[config.mk]
export PLATFORM = sky130hd
export DESIGN_NAME = comparador_serial
export DESIGN_NICKNAME = d
export VERILOG_FILES = /design/src/rtl/comparador_serial.sv
export SDC_FILE = /design/constraint.sdc
export NUM_CORES = 1
export LEC_CHECK = 0
export ABC_AREA = 1
export CORE_ASPECT_RATIO = 0.7
export CORE_UTILIZATION = 45
export CTS_CLUSTER_DIAMETER = 60
export DETAILED_ROUTE_END_ITERATION = 8
export GPL_TIMING_DRIVEN = 1
export PLACE_DENSITY = 0.73
export SYNTH_ARGS = -nofsm -noshare
export SYNTH_HDL_FRONTEND = slang
export SYNTH_SLANG_ARGS = --single-unit
[constraint.sdc]
create_clock -name clk -period 1.3 [get_ports clk]
set_input_delay 0.26 -clock clk [delete_from_list [all_inputs] [get_ports clk]]
set_output_delay 0.26 -clock clk [all_outputs]
set_load 0.05 [all_outputs]
[src/rtl/comparador_serial.sv]
// Bit-serial MSB-first magnitude comparator with signed/unsigned mode and start/done handshake.
// Define COMPARADOR_EARLY_EXIT_EN to stop scanning at the first differing bit.
module comparador_serial #(
  parameter int WIDTH = 8
) (
  input  logic             clk,
  input  logic             rst_n,
  input  logic             start,
  input  logic             signed_mode,
  input  logic [WIDTH-1:0] A,
  input  logic [WIDTH-1:0] B,
  output logic             busy,
  output logic             done,
  output logic             igual,
  output logic             maior,
  output logic             menor
);

  localparam int IW = (WIDTH > 1) ? $clog2(WIDTH) : 1;

  typedef enum logic [1:0] {IDLE, SCAN, DONE} state_t;

  state_t           state, state_next;
  logic [WIDTH-1:0] a_r, b_r;
  logic             sgn_r;
  logic [IW-1:0]    idx;
  logic             found_r, gt_r;
  logic             cur_diff, cur_gt, at_msb, at_lsb;
  logic             load, finish;

  always_ff @(posedge clk) begin
    if (!rst_n) state <= IDLE;
    else        state <= state_next;
  end

  // The sign bit inverts the ordering: in two's complement a 1 there means negative.
  always_comb begin
    at_msb     = (idx == IW'(WIDTH-1));
    at_lsb     = (idx == '0);
    cur_diff   = a_r[idx] ^ b_r[idx];
    cur_gt     = (at_msb && sgn_r) ? b_r[idx] : a_r[idx];
    state_next = state;
    load       = 1'b0;
    finish     = 1'b0;
    case (state)
      IDLE: begin
        if (start) begin
          load       = 1'b1;
          state_next = SCAN;
        end
      end
      SCAN: begin
`ifdef COMPARADOR_EARLY_EXIT_EN
        finish = at_lsb || cur_diff;
`else
        finish = at_lsb;
`endif
        if (finish) state_next = DONE;
      end
      DONE: begin
        if (start) begin
          load       = 1'b1;
          state_next = SCAN;
        end else begin
          state_next = IDLE;
        end
      end
      default: state_next = IDLE;
    endcase
  end

  assign busy = (state == SCAN);
  assign done = (state == DONE);

  // Only the first (most significant) difference is recorded; results change only on entry to DONE.
  always_ff @(posedge clk) begin
    if (!rst_n) begin
      a_r     <= '0;
      b_r     <= '0;
      sgn_r   <= 1'b0;
      idx     <= '0;
      found_r <= 1'b0;
      gt_r    <= 1'b0;
      igual   <= 1'b0;
      maior   <= 1'b0;
      menor   <= 1'b0;
    end else begin
      if (load) begin
        a_r     <= A;
        b_r     <= B;
        sgn_r   <= signed_mode;
        idx     <= IW'(WIDTH-1);
        found_r <= 1'b0;
        gt_r    <= 1'b0;
      end else if (state == SCAN) begin
        if (cur_diff && !found_r) begin
          found_r <= 1'b1;
          gt_r    <= cur_gt;
        end
        if (!at_lsb) idx <= idx - 1'b1;
      end
      if (finish) begin
        igual <= !(found_r || cur_diff);
        maior <= found_r ? gt_r  : (cur_diff && cur_gt);
        menor <= found_r ? !gt_r : (cur_diff && !cur_gt);
      end
    end
  end

endmodule

; ---- Word-level counts from Yosys, hierarchy flattened
; Index checks and enable logic that the tools add are counted.
[word_totals]
register_bits = 27
output_inout_bits = 5
[classes]
n_addsub = 1
magnitude_cmp = 1
n_eq_ne = 6
muxes = 17
bitwise = 2
n_reduce_logical = 17
[op_table]
columns = cell, count
row1 = $mux 1, 9
row2 = $mux 3, 3
row3 = $bmux 1 s3, 2
row4 = $pmux 2 s3, 1
row5 = $reduce_and 2->1, 3
row6 = $logic_and 1x1->1, 4
row7 = $logic_not 1->1, 4
row8 = $lt 3x4->1 const B, 1
row9 = $mux 2, 2
row10 = $ne 2x1->1 const B, 2
row11 = $reduce_or 2->1, 2
row12 = $eq 3x3->1 const B, 1
row13 = $logic_not 3->1, 1
row14 = $sub 3x1->3 const B, 1
row15 = $eq 2x1->1 const B, 1
row16 = $eq 2x2->1 const B, 1
row17 = $logic_not 2->1, 1
row18 = $ne 2x2->1 const B, 1
row19 = $reduce_bool 2->1, 1
row20 = $logic_or 1x1->1, 1
row21 = $not 1->1, 1
row22 = $xor 1x1->1, 1

; ---- Logic depth before layout (Yosys ltp)
; Gate-level depths: netlist of run 1.
[logic_depth]
word_depth = 6
mapped_depth = 13
ltp_nobuf = 12

; ---- Worst setup path before layout of run 1
; Ideal clock, no wire load.
[synth_timing]
path_kind = reg-to-reg
startpoint = register state[0]
endpoint = register idx[2]
setup_time_ps = 123
t_arrival_ps = 1637
required_ps = 1177
path_slack_ps = -460
stages_incl_launch_ff = 8
cell_sequence = dfxtp_1 inv_1 nor2_1 nand2_1 inv_1 nand2_1 a21oi_1 a21oi_1
[synth_via]
word_cells_on_any_way = 9
classes_between = 3 x eq/ne / 2 x mux / 4 x reduce/logical
[synth_lines]
columns = element, line_no
row1 = start: declaration, 23  ; state_t state, state_next;
row2 = start signal: assignment, 33  ; else state <= state_next;
row3 = $eq 2x1->1, -
row4 = named net busy, 12  ; output logic busy,
row5 = $reduce_bool 2->1 (no source line), -
row6 = $reduce_and 2->1 (no source line), -
row7 = end signal: assignment, 92  ; idx <= IW'(WIDTH-1);
row8 = end signal: assignment, 100  ; if (!at_lsb) idx <= idx - 1'b1;
row9 = end: declaration, 26  ; logic [IW-1:0] idx;
; The timed path passes the listed nets, and every way through them passes these cells.
; A chain may end at the register's enable or synchronous reset.

; ---- Worst setup path in the final report of run 1
[layout_timing]
startpoint = register idx[0]
endpoint = register gt_r
[layout_via]
elab_chain_len = 5
word_cells_on_any_way = 10
classes_between = 1 x eq/ne / 5 x mux / 1 x bitwise / 3 x reduce/logical
[layout_rtl]
columns = element, line_no
row1 = $bmux 1 s3, "40, 41"
row2 = $mux 1 (not written as such), "40, 41"
row3 = $xor 1x1->1, 40  ; cur_diff = a_r[idx] ^ b_r[idx];
row4 = $logic_and 1x1->1, 96  ; if (cur_diff && !found_r) begin
row5 = $reduce_and 2->1 (no source line), -
row6 = end signal: assignment, 98  ; gt_r <= cur_gt;
row7 = end: declaration, 27  ; logic found_r, gt_r;
; Several ways; a longest one is shown, not always the timed one. The select of a mux whose other input is x is not followed.

==> qor.yml, run 1 <==
run_status: "complete, but fails checks"
violated_checks: "setup timing"
static-leakage-power_nw: 0.858
detailedRoute.firstIterationViolations: 71
worstPathArrival_ps: 1650
timing.final.hold_violations: 0
area.sequential_um2: 554
worst_hold_path.endpoint: "b_r[2]"
post_route_standard_cell_area_excluding_fillers_um2: 1980
p_clk_share_pct: 21.7
regToRegSetupSlack_ps: -160
proportion_of_total_power_due_to_net_switching_pct: 35.4
syn-cell-area_um2: 1310
cts.sink_count: 27
antenna_violations_before_repair: 0
htree_levels: 1
worstHoldPathType: "reg -> reg"
synth_cells: 187
rsz0062_at_grt: "yes"
numPortBuffers: 24
cts_made_buffers: 3
peakVddDrop_v: 0.000678
clock_tree.buffer_depth: 2
first_global_vias: 1229
route.final.wire_length_um: 3800
multi_input_area_um2: 752
timing.clock.skew_ps: 6.34
grt_use_total_pct: 23.8
core_region_area_um2: 2610
p_comb_share_pct: 36.1
chipWidth_um: 66.5
final_common_cell: "sky130_fd_sc_hd__nand2_1"
period_share_pct: 112
reg2regPathDepth: 12
rr_endpoint: "gt_r"
worst-endpoint-required_ps: 1490
commonest_non_fill_non_tap_cells_in_the_layout: "sky130_fd_sc_hd__nand2_1 (30), sky130_fd_sc_hd__a21oi_1 (24), sky130_fd_sc_hd__inv_1 (22), sky130_fd_sc_hd__dfxtp_1 (22), sky130_fd_sc_hd__clkdlybuf4s50_1 (19)"
antenna_violating_nets_post_route: 0
fill_cells: 166
post_dp_hpwl_um: 2280
maximum_operating_frequency_mhz: 685
worstHoldPathCells: 2
ctsRootBufferMaster: "sky130_fd_sc_hd__clkbuf_8"
post_synth_edffs: 0
std_cell_rows: 15
critPathTopFamily: "simple AND/OR/NAND/NOR gates"
crit_reg_reg_startpoint: "idx[0]"
design.die.area_um2: 3140
sequentialPowerShare_pct: 42.3
synth_seq_area_share_pct: 41.2
buf_inv_on_cp: 1
layout-drive-gt1-share_pct: 32.6
placed_cell_area_um2: 1720
share_of_synthesized_flip_flops_with_an_asynchronous_set_or_reset_pct: 0
post_cts_clock_slew_at_the_launch_and_capture_registers_of_the_worst_setup_and_hold_paths_ps: 100
total_power_mw: 2.30
yosysWarningCount: 0
per_cell_via_count_in_the_routed_design: 5.24
antenna_cells_inserted: 0
ys_types: 17
cp_slowest_cell: "sky130_fd_sc_hd__dfxtp_4"
final_critical_path_setup_slack_ps: -159
final_nets: 251
initial_core_util_pct: 50.3
hold_path_startpoint: "b_r[2]"
area_growth_pct: 51.3
remaining_drc_errors: 0
num_io_pins: 25
synth_flop_cell: "sky130_fd_sc_hd__dfxtp_1"
critPathMaxStageDelay_ps: 470
worst-setup-path-type: "reg -> reg"
internal_power_mw: 1.49
relative_slew_margins_pct: 84.7
mappedNetlistNets: 210
grt_pass1_wl_um: 5400
clk_latency_ps: 280
gp_routability_congestion: 0.860
cts_tree: "built"
drt_pre_antenna_iters: 4
via_count: 1368
wl_per_cell_um: 14.6
worst-slew-pin-transition_ps: 230
power.switching_mw: 0.814
finalSetupViolations: 8
max_capacitance_violation_total: 0
start_kind: "flop"
grt_start_max_net_pins: 35
grt_overflow_total: 0
crit_path_end_kind: "flop"
post_synthesis_area_per_instance_um2: 7.01
path_cells: "buf_8, nand2_2, nand3_2, nand2_1, nand2_1, nand2_2, nand2_2, nand2_2, nand3_2, nand2_1, nand2_1, nor2_1"
timing.final.max_slew_violations: 0
post-route-min-period_ps: 1460
timing.critical_path.fanout_max: 5
ys_ff_latch: 27
p_per_area_nw_per_um2: 1160
dieHeight_um: 47.2
[metrics by stage]
step | cells | hold WS [ps] | setup WS (ps) | utilization (%) | setup TNS [ps]
after floorplan | 187 | 427 | -0.116 | - | -0.116
after global placement | 248 | 446 | -45.6 | 65.8 | -703
after detailed placement | 248 | 452 | -113 | 65.8 | -1350
after CTS | 257 | 467 | -59.5 | 72.0 | -228
after global routing | 261 | 493 | -243 | 76.1 | -1280
final | 261 | 462 | -159 | 76.1 | -791
[layout make-up]
type	count	share of cell area, %
multi-input cells	125	37.9
repair inverters	1	0.441
inverters	28	6.31
clock buffers	4	2.27
repair buffers	42	23.0
well taps	34	2.14
flip-flops and latches	27	27.9
[sequential cells by signal, summed over array words and instances, names as in the netlist, 2 cells and up]
| signal | count |
|---|---|
| state | 2 |
| a_r | 8 |
| idx | 3 |
| b_r | 8 |
[Yosys cell counts, drive strengths merged, types with 2 or more instances]
master | n | area, um2
buf | 2 | 22.5
nand4 | 3 | 18.8
clkbuf | 5 | 18.8
nand2 | 49 | 201
nor2 | 9 | 33.8
nand3 | 16 | 95.1
o21ai | 18 | 90.1
ha | 3 | 37.5
inv | 28 | 110
dfxtp | 27 | 541
a21oi | 25 | 125
[cells by family after synthesis]
| logic type | after synthesis | share of synthesized area [%] |
|---|---|---|
| DFF | 27 | 41.2 |
| adders and majority gates | 3 | 2.86 |
| buffers and inverters | 35 | 11.5 |
| and+or+nand+nor | 78 | 27.4 |
| AOI/OAI and AO/OA | 44 | 17.0 |
[worst min-delay path, cell delays in order, from the launching register on]
cell and delay, ps:
sky130_fd_sc_hd__dfxtp_1 310, sky130_fd_sc_hd__inv_1 60, sky130_fd_sc_hd__a21oi_1 60
[metal layers]
layer	routed length, um	part of all wire, %	vias up	global-route usage [%]
met3	310	8.1	13	6.07
met1	1670	44	618	30.6
met4	102	2.7	0	13.6
li1	-	-	683	-
met2	1720	45	54	36.9
met5	0	0	-	0
[power groups by stage]
stage	sequential, mW	clock, mW	combinational (mW)
floorplan	0.974	0	0.399
global placement	0.960	0	0.628
detailed placement	0.964	0	0.647
CTS	0.964	0.488	0.718
global route	0.978	0.532	0.893
finish	0.972	0.499	0.830
[worst max path at each step]
stage,startpoint,to,slack [ps],cells after the start
final,idx[0],gt_r,-160,12
after global routing,idx[0],gt_r,-240,12
after CTS,idx[0],gt_r,-60,11
after detailed placement,idx[0],idx[2],-110,9
after global placement,start,a_r[1],-50,5
after floorplan,idx[0],idx[2],-0.1,9
[repair_timing]
item	4_1_cts	5_1_grt
setup endpoints to repair	10	12
pin swaps	23	5
hold buffers	0	0
hold endpoints to repair	0	0
gates cloned	1	0
resized for setup	33	19
buffers inserted	5	4
(Power assumes the default switching activity.)
==> inputs of run 2 (changes only) <==
--- a/config.mk
+++ b/config.mk
@@ -10,8 +10,8 @@
 export CORE_UTILIZATION = 45
 export CTS_CLUSTER_DIAMETER = 60
 export DETAILED_ROUTE_END_ITERATION = 8
+export DONT_BUFFER_PORTS = 1
 export GPL_TIMING_DRIVEN = 1
-export PLACE_DENSITY = 0.73
 export SYNTH_ARGS = -nofsm -noshare
 export SYNTH_HDL_FRONTEND = slang
 export SYNTH_SLANG_ARGS = --single-unit
==> run 2 against run 1 <==
The flow still finishes with violations (setup timing). Critical path depth is 1 lower. Cell count is 6.5% lower. Core utilization is 9.4 points lower. Clock power is 2% lower. Register-to-register slack worse by 70 ps. Sequential share of layout area is 3.5 points higher. Worst setup slack worse by 68 ps. Maximum frequency is 4.4% lower. Flip-flop and latch count stayed put. Highest routed layer unchanged.
==> qor.yml, run 2 (same netlist as run 1, synthesis figures left out) <==
run_status: "complete, but fails checks"
violated_checks: "setup timing"
cts_tree: "built"
cp_slowest_cell: "sky130_fd_sc_hd__dfxtp_2"
post_cts_clock_slew_at_the_launch_and_capture_registers_of_the_worst_setup_and_hold_paths_ps: 90
final_common_cell: "sky130_fd_sc_hd__nand2_1"
antenna_cells_inserted: 0
detailedRoute.firstIterationViolations: 102
period_share_pct: 117
clk_latency_ps: 280
numPortBuffers: 0
final_critical_path_setup_slack_ps: -226
worstHoldPathCells: 2
design.die.area_um2: 3140
antenna_violations_before_repair: 0
critPathMostFrequentCell: "sky130_fd_sc_hd__buf_6"
gp_routability_congestion: 0.768
path_cells: "buf_6, inv_8, buf_6, nand2_4, nand3_4, nand3_1, nand2_1, nand2_2, buf_4, nand4_1, a21oi_2"
area.sequential_um2: 546
p_per_area_nw_per_um2: 1280
worstPathArrival_ps: 1740
grt_pass1_wl_um: 5240
rsz0062_at_grt: "yes"
grt_overflow_total: 0
clock_tree.buffer_depth: 2
fill_cells: 214
setup_total_negative_slack_ps: -953
first_global_vias: 1192
grt_use_total_pct: 23.1
finalSetupViolations: 5
antenna_violating_nets_post_route: 0
regToRegSetupSlack_ps: -230
static-leakage-power_nw: 0.770
worst-slew-pin-transition_ps: 267
numPlacedInstances: 227
chipWidth_um: 66.5
timing.clock.skew_ps: 6.29
timing.critical_path.fanout_max: 7
worst-endpoint-required_ps: 1510
core_region_area_um2: 2610
crit_reg_reg_startpoint: "idx[0]"
total_power_mw: 2.23
drt_pre_antenna_iters: 4
final-instance-count-excl-fill: 244
buf_inv_on_cp: 4
cts.sink_count: 27
crit_path_end_kind: "flop"
timing.final.hold_violations: 0
timing.critical_path.from: "idx[0]"
htree_levels: 1
multi_input_area_um2: 771
peakVddDrop_v: 0.000806
wl_per_cell_um: 14.2
hold_path_startpoint: "rst_n"
dp_worst_setup_slack_ps: -217
worst-setup-path-type: "reg -> reg"
layout-drive-gt1-share_pct: 37.1
route.final.wire_length_um: 3450
dieHeight_um: 47.2
maximum_operating_frequency_mhz: 655
commonest_non_fill_non_tap_cells_in_the_layout: "sky130_fd_sc_hd__nand2_1 (30), sky130_fd_sc_hd__dfxtp_1 (23), sky130_fd_sc_hd__inv_1 (22), sky130_fd_sc_hd__a21oi_1 (22), sky130_fd_sc_hd__buf_4 (21)"
holdWs_ps: 109
worstHoldPathType: "in -> reg"
post_dp_hpwl_um: 2170
std_cell_rows: 15
area_growth_pct: 32.5
reg2regPathDepth: 11
final_nets: 234
relative_slew_margins_pct: 82.2
initial_core_util_pct: 50.3
start_kind: "flop"
per_cell_via_count_in_the_routed_design: 5.36
remaining_drc_errors: 0
rr_endpoint: "igual"
num_io_pins: 25
max_capacitance_violation_total: 0
critPathTopFamily: "simple AND/OR/NAND/NOR gates"
post-route-min-period_ps: 1530
worst_hold_path.endpoint: "a_r[4]"
timing.final.max_slew_violations: 0
cts_made_buffers: 3
critPathMaxStageDelay_ps: 350
reg_top3: "a_r: 8 flops, b_r: 8 flops, idx: 3 flops"
holdBufCountCts: 0
grt_start_max_net_pins: 23
via_count: 1307
ctsRootBufferMaster: "sky130_fd_sc_hd__clkbuf_8"
## run 2: cell types whose count changed in the layout (fill, tap and decap cells not counted), sizes merged
cell	before	now
clkdlybuf4s50	19	0
clkbuf	4	3
buf	23	26
## run 2: worst reg2reg max path, delay by kind of cell, from the launching register on
kind | cells | cell delay, ps
buffers and inverters | 4 | 400
AND/OR/NAND/NOR | 6 | 540
AO/OA/AOI/OAI | 1 | 170
flip-flops | 1 | 350
## run 2: cell type report
class	count	area share, %
well taps	34	2.45
repair buffers	26	12.5
multi-input cells	125	44.3
flip-flops and latches	27	31.4
inverters	28	6.62
clock buffers	3	2.38
clock inverters	1	0.288
## run 2: timing repair
item                       CTS  global route
gates resized for setup     21            27
setup buffers                9             4
pin swaps                   13            20
setup endpoints to repair   11             8
## run 2: metrics by stage
step,utilization [%],cell area (um2)
2_1_floorplan,-,1330
3_3_place_gp,54.6,1420
3_5_place_dp,54.6,1420
4_1_cts,61.7,1610
5_1_grt,66.6,1740
6_report,66.6,1740
## run 2: worst max path at each step
stage               slack, ps      to  cells past startpoint
floorplan                -0.1  idx[2]                      9
global placement          -70   maior                      9
detailed placement       -220   maior                      9
CTS                      -130    gt_r                     13
global route             -350   maior                     14
finish                   -230   igual                     11
## run 2: power breakdown
group	switching (mW)	total (mW)	internal, mW
Clock	0.273	0.488	0.215
Combinational	0.474	0.803	0.330
Sequential	0.0386	0.941	0.903
## run 2: layer usage
layer / track usage, % / share of wire [%] / up-vias
met4: 8.09 / 2.3 / 0
met5: 0 / 0 / -
li1: - / - / 647
met1: 29.4 / 46 / 601
met3: 6.31 / 6.4 / 12
met2: 38.6 / 45 / 47
